$ cat src/rtl/datapath_pkg.sv
// Shared encodings for the two-stage datapath: opcode/ext codes,
// flag bit positions, instruction fields and the instruction decoder.
package datapath_pkg;

  localparam logic [3:0] OP_REG = 4'h0;

  localparam logic [3:0] X_AND  = 4'h1;
  localparam logic [3:0] X_OR   = 4'h2;
  localparam logic [3:0] X_XOR  = 4'h3;
  localparam logic [3:0] X_ADD  = 4'h5;
  localparam logic [3:0] X_ADDC = 4'h7;
  localparam logic [3:0] X_SUB  = 4'h9;
  localparam logic [3:0] X_CMP  = 4'hB;
  localparam logic [3:0] X_MOV  = 4'hD;

  localparam int F_C = 4;
  localparam int F_L = 3;
  localparam int F_F = 2;
  localparam int F_Z = 1;
  localparam int F_N = 0;

  localparam int OP_HI  = 15;
  localparam int OP_LO  = 12;
  localparam int RD_HI  = 11;
  localparam int RD_LO  = 8;
  localparam int EXT_HI = 7;
  localparam int EXT_LO = 4;
  localparam int RS_HI  = 3;
  localparam int RS_LO  = 0;

  typedef enum logic [2:0] {
    ALU_ADD,
    ALU_ADDC,
    ALU_SUB,
    ALU_CMP,
    ALU_AND,
    ALU_OR,
    ALU_XOR,
    ALU_MOV
  } alu_op_e;

  typedef struct packed {
    logic    legal;
    logic    imm;
    logic    wr;
    alu_op_e op;
  } dec_t;

  function automatic dec_t decode(input logic [15:0] inst);
    dec_t d;
    logic [3:0] op;
    logic [3:0] code;
    op      = inst[OP_HI:OP_LO];
    d.imm   = (op != OP_REG);
    code    = d.imm ? op : inst[EXT_HI:EXT_LO];
    d.legal = 1'b1;
    d.op    = ALU_MOV;
    case (code)
      X_ADD:  d.op = ALU_ADD;
      X_SUB:  d.op = ALU_SUB;
      X_CMP:  d.op = ALU_CMP;
      X_AND:  d.op = ALU_AND;
      X_OR:   d.op = ALU_OR;
      X_XOR:  d.op = ALU_XOR;
      X_MOV:  d.op = ALU_MOV;
      X_ADDC: begin
        d.op    = ALU_ADDC;
        d.legal = !d.imm;
      end
      default: d.legal = 1'b0;
    endcase
    d.wr = d.legal && (d.op != ALU_CMP);
    return d;
  endfunction

endpackage

$ cat src/rtl/pd_alu.sv
// Combinational ALU: result, new flag values and the mask of
// flags this operation is allowed to update.
module pd_alu
  import datapath_pkg::*;
#(
  parameter int WIDTH = 16
) (
  input  logic [WIDTH-1:0] a_i,
  input  logic [WIDTH-1:0] b_i,
  input  logic             c_i,
  input  alu_op_e          op_i,
  output logic [WIDTH-1:0] res_o,
  output logic [4:0]       flags_o,
  output logic [4:0]       mask_o
);

  localparam int MSB = WIDTH - 1;

  logic           cin;
  logic [WIDTH:0] sum;
  logic [WIDTH:0] dif;

  assign cin = c_i && (op_i == ALU_ADDC);
  assign sum = {1'b0, a_i} + {1'b0, b_i}
             + {{WIDTH{1'b0}}, cin};
  // top bit of the extended difference is the borrow
  assign dif = {1'b0, a_i} - {1'b0, b_i};

  always_comb begin
    res_o   = '0;
    flags_o = '0;
    mask_o  = '0;
    case (op_i)
      ALU_ADD, ALU_ADDC: begin
        res_o        = sum[MSB:0];
        flags_o[F_C] = sum[WIDTH];
        flags_o[F_F] = (a_i[MSB] == b_i[MSB])
                    && (sum[MSB] != a_i[MSB]);
        mask_o[F_C]  = 1'b1;
        mask_o[F_F]  = 1'b1;
      end
      ALU_SUB: begin
        res_o        = dif[MSB:0];
        flags_o[F_C] = dif[WIDTH];
        flags_o[F_F] = (a_i[MSB] != b_i[MSB])
                    && (dif[MSB] != a_i[MSB]);
        mask_o[F_C]  = 1'b1;
        mask_o[F_F]  = 1'b1;
      end
      ALU_CMP: begin
        res_o        = dif[MSB:0];
        flags_o[F_Z] = (a_i == b_i);
        flags_o[F_L] = dif[WIDTH];
        flags_o[F_N] = $signed(a_i) < $signed(b_i);
        mask_o[F_Z]  = 1'b1;
        mask_o[F_L]  = 1'b1;
        mask_o[F_N]  = 1'b1;
      end
      ALU_AND: res_o = a_i & b_i;
      ALU_OR:  res_o = a_i | b_i;
      ALU_XOR: res_o = a_i ^ b_i;
      ALU_MOV: res_o = b_i;
      default: res_o = '0;
    endcase
  end

endmodule

$ cat src/rtl/pipelined_datapath.sv
// Two-stage datapath: stage 1 decodes and captures operands,
// stage 2 runs the ALU and retires into regs, bus and flags.
module pipelined_datapath
  import datapath_pkg::*;
#(
  parameter int WIDTH = 16,
  parameter int NREGS = 16
) (
  input  logic             clk,
  input  logic             reset,
  input  logic             inst_valid,
  input  logic [15:0]      inst,
  output logic [WIDTH-1:0] bus_output,
  output logic             out_valid,
  output logic [4:0]       flags_output
);

  localparam int IW = (NREGS > 1) ? $clog2(NREGS) : 1;
  localparam logic [4:0] NR = 5'(NREGS);

  logic [WIDTH-1:0] rf_q [NREGS];

  logic             s1_v_q;
  logic             s1_wr_q;
  alu_op_e          s1_op_q;
  logic [3:0]       s1_rd_q;
  logic [WIDTH-1:0] s1_a_q;
  logic [WIDTH-1:0] s1_b_q;

  logic [WIDTH-1:0] bus_q;
  logic             ov_q;
  logic [4:0]       flags_q;

  dec_t             dec;
  logic [3:0]       rd_idx;
  logic [3:0]       rs_idx;
  logic [WIDTH-1:0] imm;
  logic [WIDTH-1:0] a_d;
  logic [WIDTH-1:0] rs_val;
  logic [WIDTH-1:0] b_d;
  logic             wr_d;

  logic [WIDTH-1:0] alu_res;
  logic [4:0]       alu_flags;
  logic [4:0]       alu_mask;

  assign dec    = decode(inst);
  assign rd_idx = inst[RD_HI:RD_LO];
  assign rs_idx = inst[RS_HI:RS_LO];
  assign imm    = WIDTH'($signed(inst[EXT_HI:RS_LO]));
  assign wr_d   = dec.wr && ({1'b0, rd_idx} < NR);

  // the instruction in stage 2 writes at this same edge, so bypass it
  always_comb begin
    a_d    = '0;
    rs_val = '0;
    if ({1'b0, rd_idx} < NR)
      a_d = rf_q[rd_idx[IW-1:0]];
    if (s1_v_q && s1_wr_q && (s1_rd_q == rd_idx))
      a_d = alu_res;
    if ({1'b0, rs_idx} < NR)
      rs_val = rf_q[rs_idx[IW-1:0]];
    if (s1_v_q && s1_wr_q && (s1_rd_q == rs_idx))
      rs_val = alu_res;
    b_d = dec.imm ? imm : rs_val;
  end

  // carry comes straight from flags_q: the prior op has retired by now
  pd_alu #(
    .WIDTH(WIDTH)
  ) u_alu (
    .a_i    (s1_a_q),
    .b_i    (s1_b_q),
    .c_i    (flags_q[F_C]),
    .op_i   (s1_op_q),
    .res_o  (alu_res),
    .flags_o(alu_flags),
    .mask_o (alu_mask)
  );

  always_ff @(posedge clk) begin
    if (reset) begin
      s1_v_q  <= 1'b0;
      s1_wr_q <= 1'b0;
      s1_op_q <= ALU_MOV;
      s1_rd_q <= '0;
      s1_a_q  <= '0;
      s1_b_q  <= '0;
      bus_q   <= '0;
      ov_q    <= 1'b0;
      flags_q <= '0;
      for (int i = 0; i < NREGS; i++)
        rf_q[i] <= '0;
    end else begin
      s1_v_q  <= inst_valid && dec.legal;
      s1_wr_q <= wr_d;
      s1_op_q <= dec.op;
      s1_rd_q <= rd_idx;
      s1_a_q  <= a_d;
      s1_b_q  <= b_d;
      ov_q    <= s1_v_q;
      if (s1_v_q) begin
        bus_q   <= alu_res;
        flags_q <= (flags_q & ~alu_mask)
                 | (alu_flags & alu_mask);
        if (s1_wr_q)
          rf_q[s1_rd_q[IW-1:0]] <= alu_res;
      end
    end
  end

  assign bus_output   = bus_q;
  assign out_valid    = ov_q;
  assign flags_output = flags_q;

endmodule

$ cat config.mk
export PLATFORM = sky130hd
export DESIGN_NAME = pipelined_datapath
export DESIGN_NICKNAME = d
export VERILOG_FILES = /design/src/rtl/datapath_pkg.sv /design/src/rtl/pd_alu.sv /design/src/rtl/pipelined_datapath.sv
export SDC_FILE = /design/constraint.sdc
export NUM_CORES = 1
export LEC_CHECK = 0
export ABC_AREA = 1
export CAP_MARGIN = 20
export CORE_ASPECT_RATIO = 1.25
export CORE_MARGIN = 4
export CORE_UTILIZATION = 30
export CTS_BUF_LIST = sky130_fd_sc_hd__clkbuf_4
export CTS_CLUSTER_SIZE = 25
export DETAILED_ROUTE_END_ITERATION = 16
export GPL_ROUTABILITY_DRIVEN = 0
export PLACE_DENSITY = 0.52
export SYNTH_ARGS = -nofsm -noshare
export SYNTH_HDL_FRONTEND = slang
export SYNTH_SLANG_ARGS = --single-unit
export TNS_END_PERCENT = 100
$ cat constraint.sdc
create_clock -name clk -period 6.97 [get_ports clk]
set_input_delay 0.697 -clock clk [delete_from_list [all_inputs] [get_ports clk]]
set_output_delay 0.697 -clock clk [all_outputs]
set_load 0.01 [all_outputs]
Word-level counts from Yosys, hierarchy flattened
Memory sizes are Yosys's and may differ from the RTL's. A register that Yosys moved wholly into a read port is not among the register bits.
Index checks and enable logic that the tools add are counted.
Cells by class
  order comparisons: 1
  mux-type cells: 22
  add/sub/neg operators: 3
  bitwise logic cells: 7
  reduce and logical (&&, ||, !) cells: 15
  equal/unequal tests: 22
Operators by type and width (number)
  16-bit one-hot mux with 6 select lines: 1
  16-bit 2-to-1 mux: 3
  3-bit one-hot mux with 7 select lines: 1
  16-bit by 16-bit adder with 17-bit output: 1
  17-bit by 1-bit adder with 17-bit output: 1
  16-bit by 16-bit subtractor with 17-bit output: 1
  16-bit AND: 1
  16-bit == test: 1
  16-bit less-than comparator: 1
  16-bit bitwise OR: 1
  16-bit OR reduction: 1
  16-bit XOR: 1
  3-bit == test (second input constant): 4
  4-bit == test (second input constant): 3
  5-bit AND: 2
  1-bit 2-to-1 mux: 10
  4-bit by 2-bit == test with 1-bit output (second input constant): 2
  4-bit by 3-bit == test with 1-bit output (second input constant): 2
  4-bit 2-to-1 mux: 2
  1-bit logical AND: 7
  7-bit OR reduction: 1
  3-bit by 2-bit == test with 1-bit output (second input constant): 2
  1-bit one-hot mux with 2 select lines: 3
  5-bit inverter: 1
  other kinds (13): 17
Storage, ports and cells
  bits in writable memories: 256
  memories: 1
  register bits after elaboration: 47
  word-level logic and storage cells: 79
Memories
  rf_q: words 16, bits a word 16, read ports 2, clocked after Yosys merged registers in 1, wr ports 16, RTL line pipelined_datapath.sv:21  | logic [WIDTH-1:0] rf_q [NREGS];

Longest topological paths before layout
Gate-level depths: netlist (run 1).
  word-level depth: 8
  gate-level depth with buffers: 18
  depth with buffers taken out: 16

Modules after synthesis
From an unflattened synthesis (run 1), not the netlist that was laid out.
Second synthesis, totals
  cells, all modules: 2703
  area total of the unflattened synthesis: 20188.1 um^2
By module, submodules not included
  pipelined_datapath: area each 16756.1 um^2, instances 1, cells an instance 2113, sequential area each 8948.6 um^2
  pd_alu: area each 3432.0 um^2, instances 1, cells an instance 590, sequential area each 0.0 um^2

Worst setup path after synthesis (run 1)
OpenSTA, ideal clock, no wires.
  path type: flip-flop to flip-flop
  start: register s1_op_q[2]
  end: memory rf_q[10][12] (data pin)
  period minus slack after synthesis: 2.740 ns
  path buffers: 2
  data arrival time: 2.490 ns
  setup slack: 4.230 ns
  library setup time: 0.250 ns
  stages on the path, launching flop included: 18
  data required time: 6.720 ns
  cell sequence: dfxtp_1 -> buf_4 -> nor2_2 -> inv_1 -> nor2_1 -> fa_1 -> fa_1 -> nand3_1 -> nand3_1 -> nand2_1 -> nand2_1 -> nand2_1 -> nand3_1 -> nand3_1 -> nand3_2 -> buf_6 -> nand2_1 -> inv_1
RTL lines
  from (decl): RTL line pipelined_datapath.sv:25  | alu_op_e s1_op_q;
  from (signal assigned): RTL line pipelined_datapath.sv:97  | s1_op_q <= dec.op;
  to (decl): RTL line pipelined_datapath.sv:21

Worst setup path in the final report (run 1)
  start: register s1_op_q[2]
  end: register s1_b_q[6]
On the way
  word-level cells in the longest chain between the ends: 6
  elaborated cells on any way between the ends: 15
RTL lines
  3-bit by 1-bit == test with 1-bit output: RTL line pd_alu.sv:23, pd_alu.sv:33
  1-bit logical AND: RTL line pd_alu.sv:23  | assign cin = c_i && (op_i == ALU_ADDC);
  17-bit by 1-bit adder with 17-bit output: RTL line pd_alu.sv:25  | + {{WIDTH{1'b0}}, cin};
  16-bit one-hot mux with 6 select lines (*): RTL line pd_alu.sv:33  | case (op_i)
  16-bit 2-to-1 mux (*): RTL line pipelined_datapath.sv:63  | if (s1_v_q && s1_wr_q && (s1_rd_q == rs_idx))
  16-bit 2-to-1 mux (*): RTL line pipelined_datapath.sv:65  | b_d = dec.imm ? imm : rs_val;
  to (signal assigned): RTL line pipelined_datapath.sv:88  | s1_b_q <= '0;
  to (signal assigned): RTL line pipelined_datapath.sv:100  | s1_b_q <= b_d;
  to (decl): RTL line pipelined_datapath.sv:28  | logic [WIDTH-1:0] s1_b_q;
Mark *: on every way between the ends. The rest lies on a longest branch, timed or not.
A chain may end at the register's enable or synchronous reset.

==> results of run 1 <==
-- metal layers --
| metal | part of all wire | GRT usage |
|---|---|---|
| met2 | 0.48 | 0.3416 |
| met3 | 0.074 | 0.03416 |
| met1 | 0.38 | 0.2445 |
| met4 | 0.070 | 0.1344 |
| met5 | 0 | 0 |
-- layout make-up --
type	count	area, µm²
antenna	1	2.502
clock buffer	142	1066
clock inverter	11	46.29
fill	7039	44610
inverter	505	1896
multi-input combinational	1646	8403
sequential	319	8949
tap	864	1081
timing repair buffer	76	658.1
-- synthesized netlist by cell type, types with 2 or more instances --
library cell / number / area, µm²
nor2_4: 2 / 22.52
and2_1: 5 / 31.28
or2_2: 4 / 25.02
clkbuf_1: 69 / 259.0
nand2_2: 4 / 25.02
o21ai_1: 4 / 20.02
edfxtp_1: 256 / 7687
nand4_1: 16 / 100.1
buf_6: 11 / 123.9
nand3_2: 17 / 170.2
buf_2: 70 / 350.3
o22ai_1: 26 / 162.7
a21oi_1: 184 / 920.9
ha_1: 48 / 600.6
xor2_1: 7 / 61.31
inv_1: 490 / 1839
a31oi_1: 3 / 18.77
nor3_1: 8 / 40.04
a21oi_2: 2 / 17.52
o21a_1: 2 / 15.01
buf_4: 21 / 157.7
buf_1: 6 / 22.52
nand2_1: 516 / 1937
o21ai_0: 232 / 1161
nor4_1: 2 / 12.51
clkinv_1: 2 / 7.510
dfxtp_1: 63 / 1261
o211ai_1: 136 / 1021
fa_1: 3 / 60.06
o21bai_1: 3 / 22.52
inv_2: 13 / 48.80
nor2_1: 194 / 728.2
nand3_1: 215 / 1076
-- cell families (layout without fill, tap and decap cells) --
family                     Yosys count  in the layout
AOI/OAI and AO/OA                  599            599
xor gates and xnor gates             8              8
adders and majority gates           51             51
buffers and inverters              682            734
DFF                                319            319
other                                0              1
and+or+nand+nor                    988            988
-- path summary, 6_finish.rpt --
path / startpoint / endpoint / slack, ps / depth (start not counted)
worst min-delay path: inst_valid / s1_v_q / 410 / 3
worst min register to register: bus_output[1] / bus_output[1] / 490 / 2
worst max register to register: s1_op_q[2] / s1_b_q[6] / 3090 / 13
worst max-delay path: s1_op_q[2] / s1_b_q[6] / 3090 / 13
-- registers in the layout, indices dropped and copies added (netlist names), named ones only --
register and flops:
bus_output 16, s1_op_q 3, s1_b_q 16, s1_a_q 16, s1_wr_q 1, s1_rd_q 4, rf_q 256, out_valid 1
s1_v_q 1
-- power breakdown --
group          switching, mW  internal [mW]  total [mW]
clock                  0.837          0.911        1.75
sequential            0.0425           2.12        2.16
combinational          0.713          0.222       0.936
-- tightest hold or removal path: stages --
cell and delay [ps]:
clkdlybuf4s50_1 400, nand2_1 70, nor2_1 40
-- stage by stage --
step | hold slack (ps) | instances | setup WS (ps)
2_1_floorplan | 494.5 | 2647 | 4230
3_3_place_gp | 465.5 | 3410 | 3003
3_5_place_dp | 474.1 | 3410 | 2932
4_1_cts | 332.0 | 3563 | 3128
5_1_grt | 409.4 | 3564 | 2743
6_report | 408.3 | 3564 | 3090
==> qor.yml, run 1 <==
run_status:
  outcome: "completed"
floorplan:
  initial_core_util: 0.3021
  core-area_um2: 66710
  die_y_um: 297.8
  die_area_um2: 71410
  row_count: 106
  io_pins: 41
  fp.dieW_um: 239.8
critical_path:
  path_buf_inv: 2
  cp_max_fo: 17
  cp.arrival_ps: 4570
  path_class: "flop to flop"
  crit_path_end_kind: "flop"
  slowest_stage: "dfxtp_1"
  critPathRequiredTime_ps: 7660
  crit_path_max_incr_delay_ps: 620
  cp_top_family: "simple AND/OR/NAND/NOR gates"
  path_cells: "nor2_2, inv_1, nor2_1, fa_1, fa_1, nand2_1, nand3_1, o21ai_0, nand3_2, inv_2, nand2_1, nand3_1, a21oi_1"
  crit_path_start_kind: "flop"
clock_network:
  htreeDepth: 3
  cts_buffers: 86
  cts_hold_buf: 0
  tritoncts: "built"
  worstSkewPairLatency_ps: 830
  clkSinkCount: 319
  postCtsResizedCells: 0
  clock-root-buffer: "clkbuf_4"
  post_cts_buffers: 0
  clockBufferDepth: 3
  clk_pin_slew_worst_paths_ps: 80
sta:
  relSlewSlack: 0.2296
  slew_violations: 0
  tns_ps: 0
  skew_ps: 72.99
  hold_viol: 0
  timing.fmax_ghz: 0.2578
  min_period_ps: 3880
  finalCritPeriodShare: 0.5566
  setup_viol_count_final: 0
  rsz0062_at_grt: "no"
  tightest_slew_ps: 1152
placed_design:
  placed_area_um2: 20990
  place_hpwl_um: 49510
  port_buffers: 40
detailed_routing:
  drc: 0
  routed_wl_um: 75430
  wl_per_cell_um: 21.16
  viasPerCell: 5.188
  first_iter_violations: 2067
  dr.pass1.iters: 5
  vias: 18490
  ant_nets: 0
yosys:
  ys_types: 46
  synth-async-reset-ratio: 0
  synth.cell_area_um2: 20150
  ys_seq_elements: 319
  netlist_instances: 2647
  synth_nets: 2717
  yosys.area_share.simple: 0.2097
  synth-edff-count: 256
  synthAdderAreaFrac: 0.03278
  synthFlopType: "edfxtp_1"
  synth_top_family_by_area: "simple AND/OR/NAND/NOR gates"
  synth-compound-area-share: 0.1706
  postSynthAreaPerCell_um2: 7.613
  yosysWarnings: 0
  synth_mux_area_frac: 0
  synthXorXnorAreaFrac: 0.003477
  seq_area_frac_synth: 0.4441
grt:
  grt_pass1_vias: 17640
  grt_max_degree: 96
  grt.total_usage: 0.2057
  antenna_found_initial: 1
  grt_pass1_wl_um: 110300
  grt-ovfl-total: 0
pwr:
  ir_worst_vdd_mv: 0.08735
  powerDensity_nw_per_um2: 219.3
  p_leak_nw: 10.49
  finalPower_mw: 4.846
finish:
  fin_nets: 2704
  layout_commonest_cell: "nand2_1"
  stdcell_area_um2: 22100
  fin_util: 0.3313
  layout_common_cells: "nand2_1, inv_1, edfxtp_1"
  drive_gt1_frac: 0.08929
  area_growth_pct: 9.673
hold_path:
  hold_path.class: "primary input to flop"
job:
  maxCapViolCount: 0
No activity file was read; power rests on OpenSTA's default activity.
==> run 2, diff against run 1 <==
--- a/config.mk
+++ b/config.mk
@@ -14,7 +14,7 @@
 export CTS_CLUSTER_SIZE = 25
 export DETAILED_ROUTE_END_ITERATION = 16
 export GPL_ROUTABILITY_DRIVEN = 0
-export PLACE_DENSITY = 0.52
+export PLACE_DENSITY = 0.54
 export SYNTH_ARGS = -nofsm -noshare
 export SYNTH_HDL_FRONTEND = slang
 export SYNTH_SLANG_ARGS = --single-unit
==> constraint.sdc (replaced) <==
create_clock -name clk -period 3.5 [get_ports clk]
set_input_delay 0.35 -clock clk [delete_from_list [all_inputs] [get_ports clk]]
set_output_delay 0.35 -clock clk [all_outputs]
set_load 0.01 [all_outputs]
==> run 2 against run 1 <==
Wire length is 2.0% lower. Cell count grew 1.3%. Sequential cell count unchanged. Total power is 96% higher. First-iteration DRC count is 16% lower. Global-route usage is 0.31 points lower. Die area unchanged. Maximum frequency increased by 24%.
==> qor.yml, run 2 (synthesized netlist as in run 1, its figures left out) <==
run_status:
  outcome: "completed"
finish:
  layout_commonest_cell: "nand2_1"
  fin_nets: 2751  # +1.7%
  area_growth_pct: 11.51
  largest_reg_flops: 256  # unchanged
  largest_register: "rf_q"
  layout_common_cells: "nand2_1, inv_1, edfxtp_1"
  drive_gt1_frac: 0.09767  # +0.008375
clock_network:
  clkSinkCount: 319  # unchanged
  clock-root-buffer: "clkbuf_4"
  clockBufferDepth: 3  # unchanged
  worstSkewPairLatency_ps: 820  # about the same
  cts_buffers: 84  # -2.3%
  htreeDepth: 3  # unchanged
  clk_pin_slew_worst_paths_ps: 70  # about the same
  postCtsResizedCells: 0  # unchanged
  tritoncts: "built"
floorplan:
  die_y_um: 297.8  # unchanged
  core-area_um2: 66710  # unchanged
  die_area_um2: 71410  # unchanged
  fp.dieW_um: 239.8  # unchanged
  row_count: 106  # unchanged
  io_pins: 41  # unchanged
  initial_core_util: 0.3021  # unchanged
critical_path:
  cp.arrival_ps: 3660  # -910 ps
  r2r_end: "rf_q[14][12]"
  r2r_cells: 15  # +2
  ff2ff_setup_slack_ps: 370  # -2720 ps
  crit_path_start_kind: "flop"
  crit_path_end_kind: "flop"
  path_class: "flop to flop"
  timing.rr.start: "s1_op_q[1]"
  critPathRequiredTime_ps: 4040  # -3620 ps
  cp_max_fo: 18  # +1
sta:
  timing.fmax_ghz: 0.3200  # +24%
  min_period_ps: 3125  # -754.1 ps
  tightest_slew_ps: 891.7  # -260.4 ps
  slew_violations: 0  # unchanged
  setup_viol_count_final: 0  # unchanged
  skew_ps: 52.89  # -20.10 ps
  finalCritPeriodShare: 0.8930  # +0.3364
  rsz0062_at_grt: "no"
  relSlewSlack: 0.4019  # +0.1722
  hold_viol: 0  # unchanged
  tns_ps: 0  # unchanged
detailed_routing:
  ant_nets: 0  # unchanged
  dr.pass1.iters: 5  # unchanged
  first_iter_violations: 1738  # -16%
  wl_per_cell_um: 20.48  # -3.2%
  drc: 0  # unchanged
  viasPerCell: 5.009  # -3.5%
  routed_wl_um: 73920  # -2.0%
  vias: 18080  # -2.2%
placed_design:
  port_buffers: 40  # unchanged
  place_hpwl_um: 50820  # +2.6%
pwr:
  ir_worst_vdd_mv: 0.1646  # +88%
  powerDensity_nw_per_um2: 423.2  # +93%
  finalPower_mw: 9.511  # +96%
  p_leak_nw: 10.70  # +1.9%
job:
  maxCapViolCount: 0  # unchanged
hold_path:
  min_to: "s1_rd_q[1]"
  min_from: "inst[9]"
  hold_path.class: "primary input to flop"
  hold_depth: 3  # unchanged
grt:
  grt_max_degree: 105  # +9.4%
  grt_pass1_vias: 17120  # -2.9%
  grt-ovfl-total: 0  # unchanged
  antenna_found_initial: 2  # +1
  grt.total_usage: 0.2025  # -0.003111
  grt_pass1_wl_um: 108300  # -1.8%
## run 2: cell count changes in the layout (fill, tap and decap cells not counted), moves of 3 or more
cell      delta
clkbuf_4    -22
clkinv_2     +3
clkinv_1    +15
buf_4       +43
buf_12       +5
## run 2: report_power, final
group	total, mW	switching (mW)	internal (mW)	leakage, nW
Combinational	1.88	1.39	0.498	6.87
Sequential	4.29	0.0764	4.22	3.20
Clock	3.33	1.68	1.65	0.623
Total	9.51	3.15	6.37	10.7
## run 2: worst max-delay path by stage
stage	from	to	slack [ps]	cells past startpoint
3_3_place_gp	s1_op_q[1]	rf_q[12][12]	400	15
6_report	s1_op_q[1]	rf_q[14][12]	370	15
2_1_floorplan	s1_op_q[2]	rf_q[10][12]	760	17
5_1_grt	s1_op_q[1]	s1_a_q[12]	110	15
3_5_place_dp	s1_op_q[1]	rf_q[9][12]	340	15
4_1_cts	s1_op_q[1]	rf_q[14][12]	330	15
## run 2: area by class of cell
cell class              instances  area, µm²
diodes                          2      5.005
clock buffers                 120      900.9
clock inverters                29      143.9
fillers                      7125      44240
inverters                     505       1896
multi-input cells            1646       8401
flip-flops and latches        319       8949
well taps                     864       1081
repair buffers                125       1096
## run 2: routing by layer
layer | track usage | up-vias | part of all wire
met5 | 0 | - | 0
met4 | 0.1307 | 0 | 0.072
met3 | 0.03157 | 196 | 0.060
met2 | 0.3429 | 666 | 0.48
met1 | 0.2372 | 8443 | 0.39
li1 | - | 8776 | -
## run 2: through the flow
stage          area (µm²)  utilization  setup WS (ps)  std cells  hold WS (ps)
2_1_floorplan       20150            -          760.0       2647         475.1
3_3_place_gp        21410       0.3210          398.3       3458         471.5
3_5_place_dp        21410       0.3210          341.8       3458         475.3
4_1_cts             22470       0.3368          328.0       3608         41.26
5_1_grt             22470       0.3368          113.1       3610         84.01
6_report            22470       0.3368          374.6       3610         126.5
## run 2: repair_timing
item                                    4_1_cts  5_1_grt
setup buffers                                 0        0
hold buffers                                  1        0
hold endpoints to repair                      1        0
endpoints found under the setup margin        0        0
## run 2: critical path: stages, from the launching register on
cell and delay, ps:
dfxtp_1 450, nor2_2 70, inv_1 70, nor2_1 50, fa_1 420, fa_1 450, nand3_1 90, nand3_1 120
nand2_1 80, nand2_1 110, nand2_1 110, nand3_1 70, nand3_1 120, nand3_2 440, nand2_1 180, inv_1 50
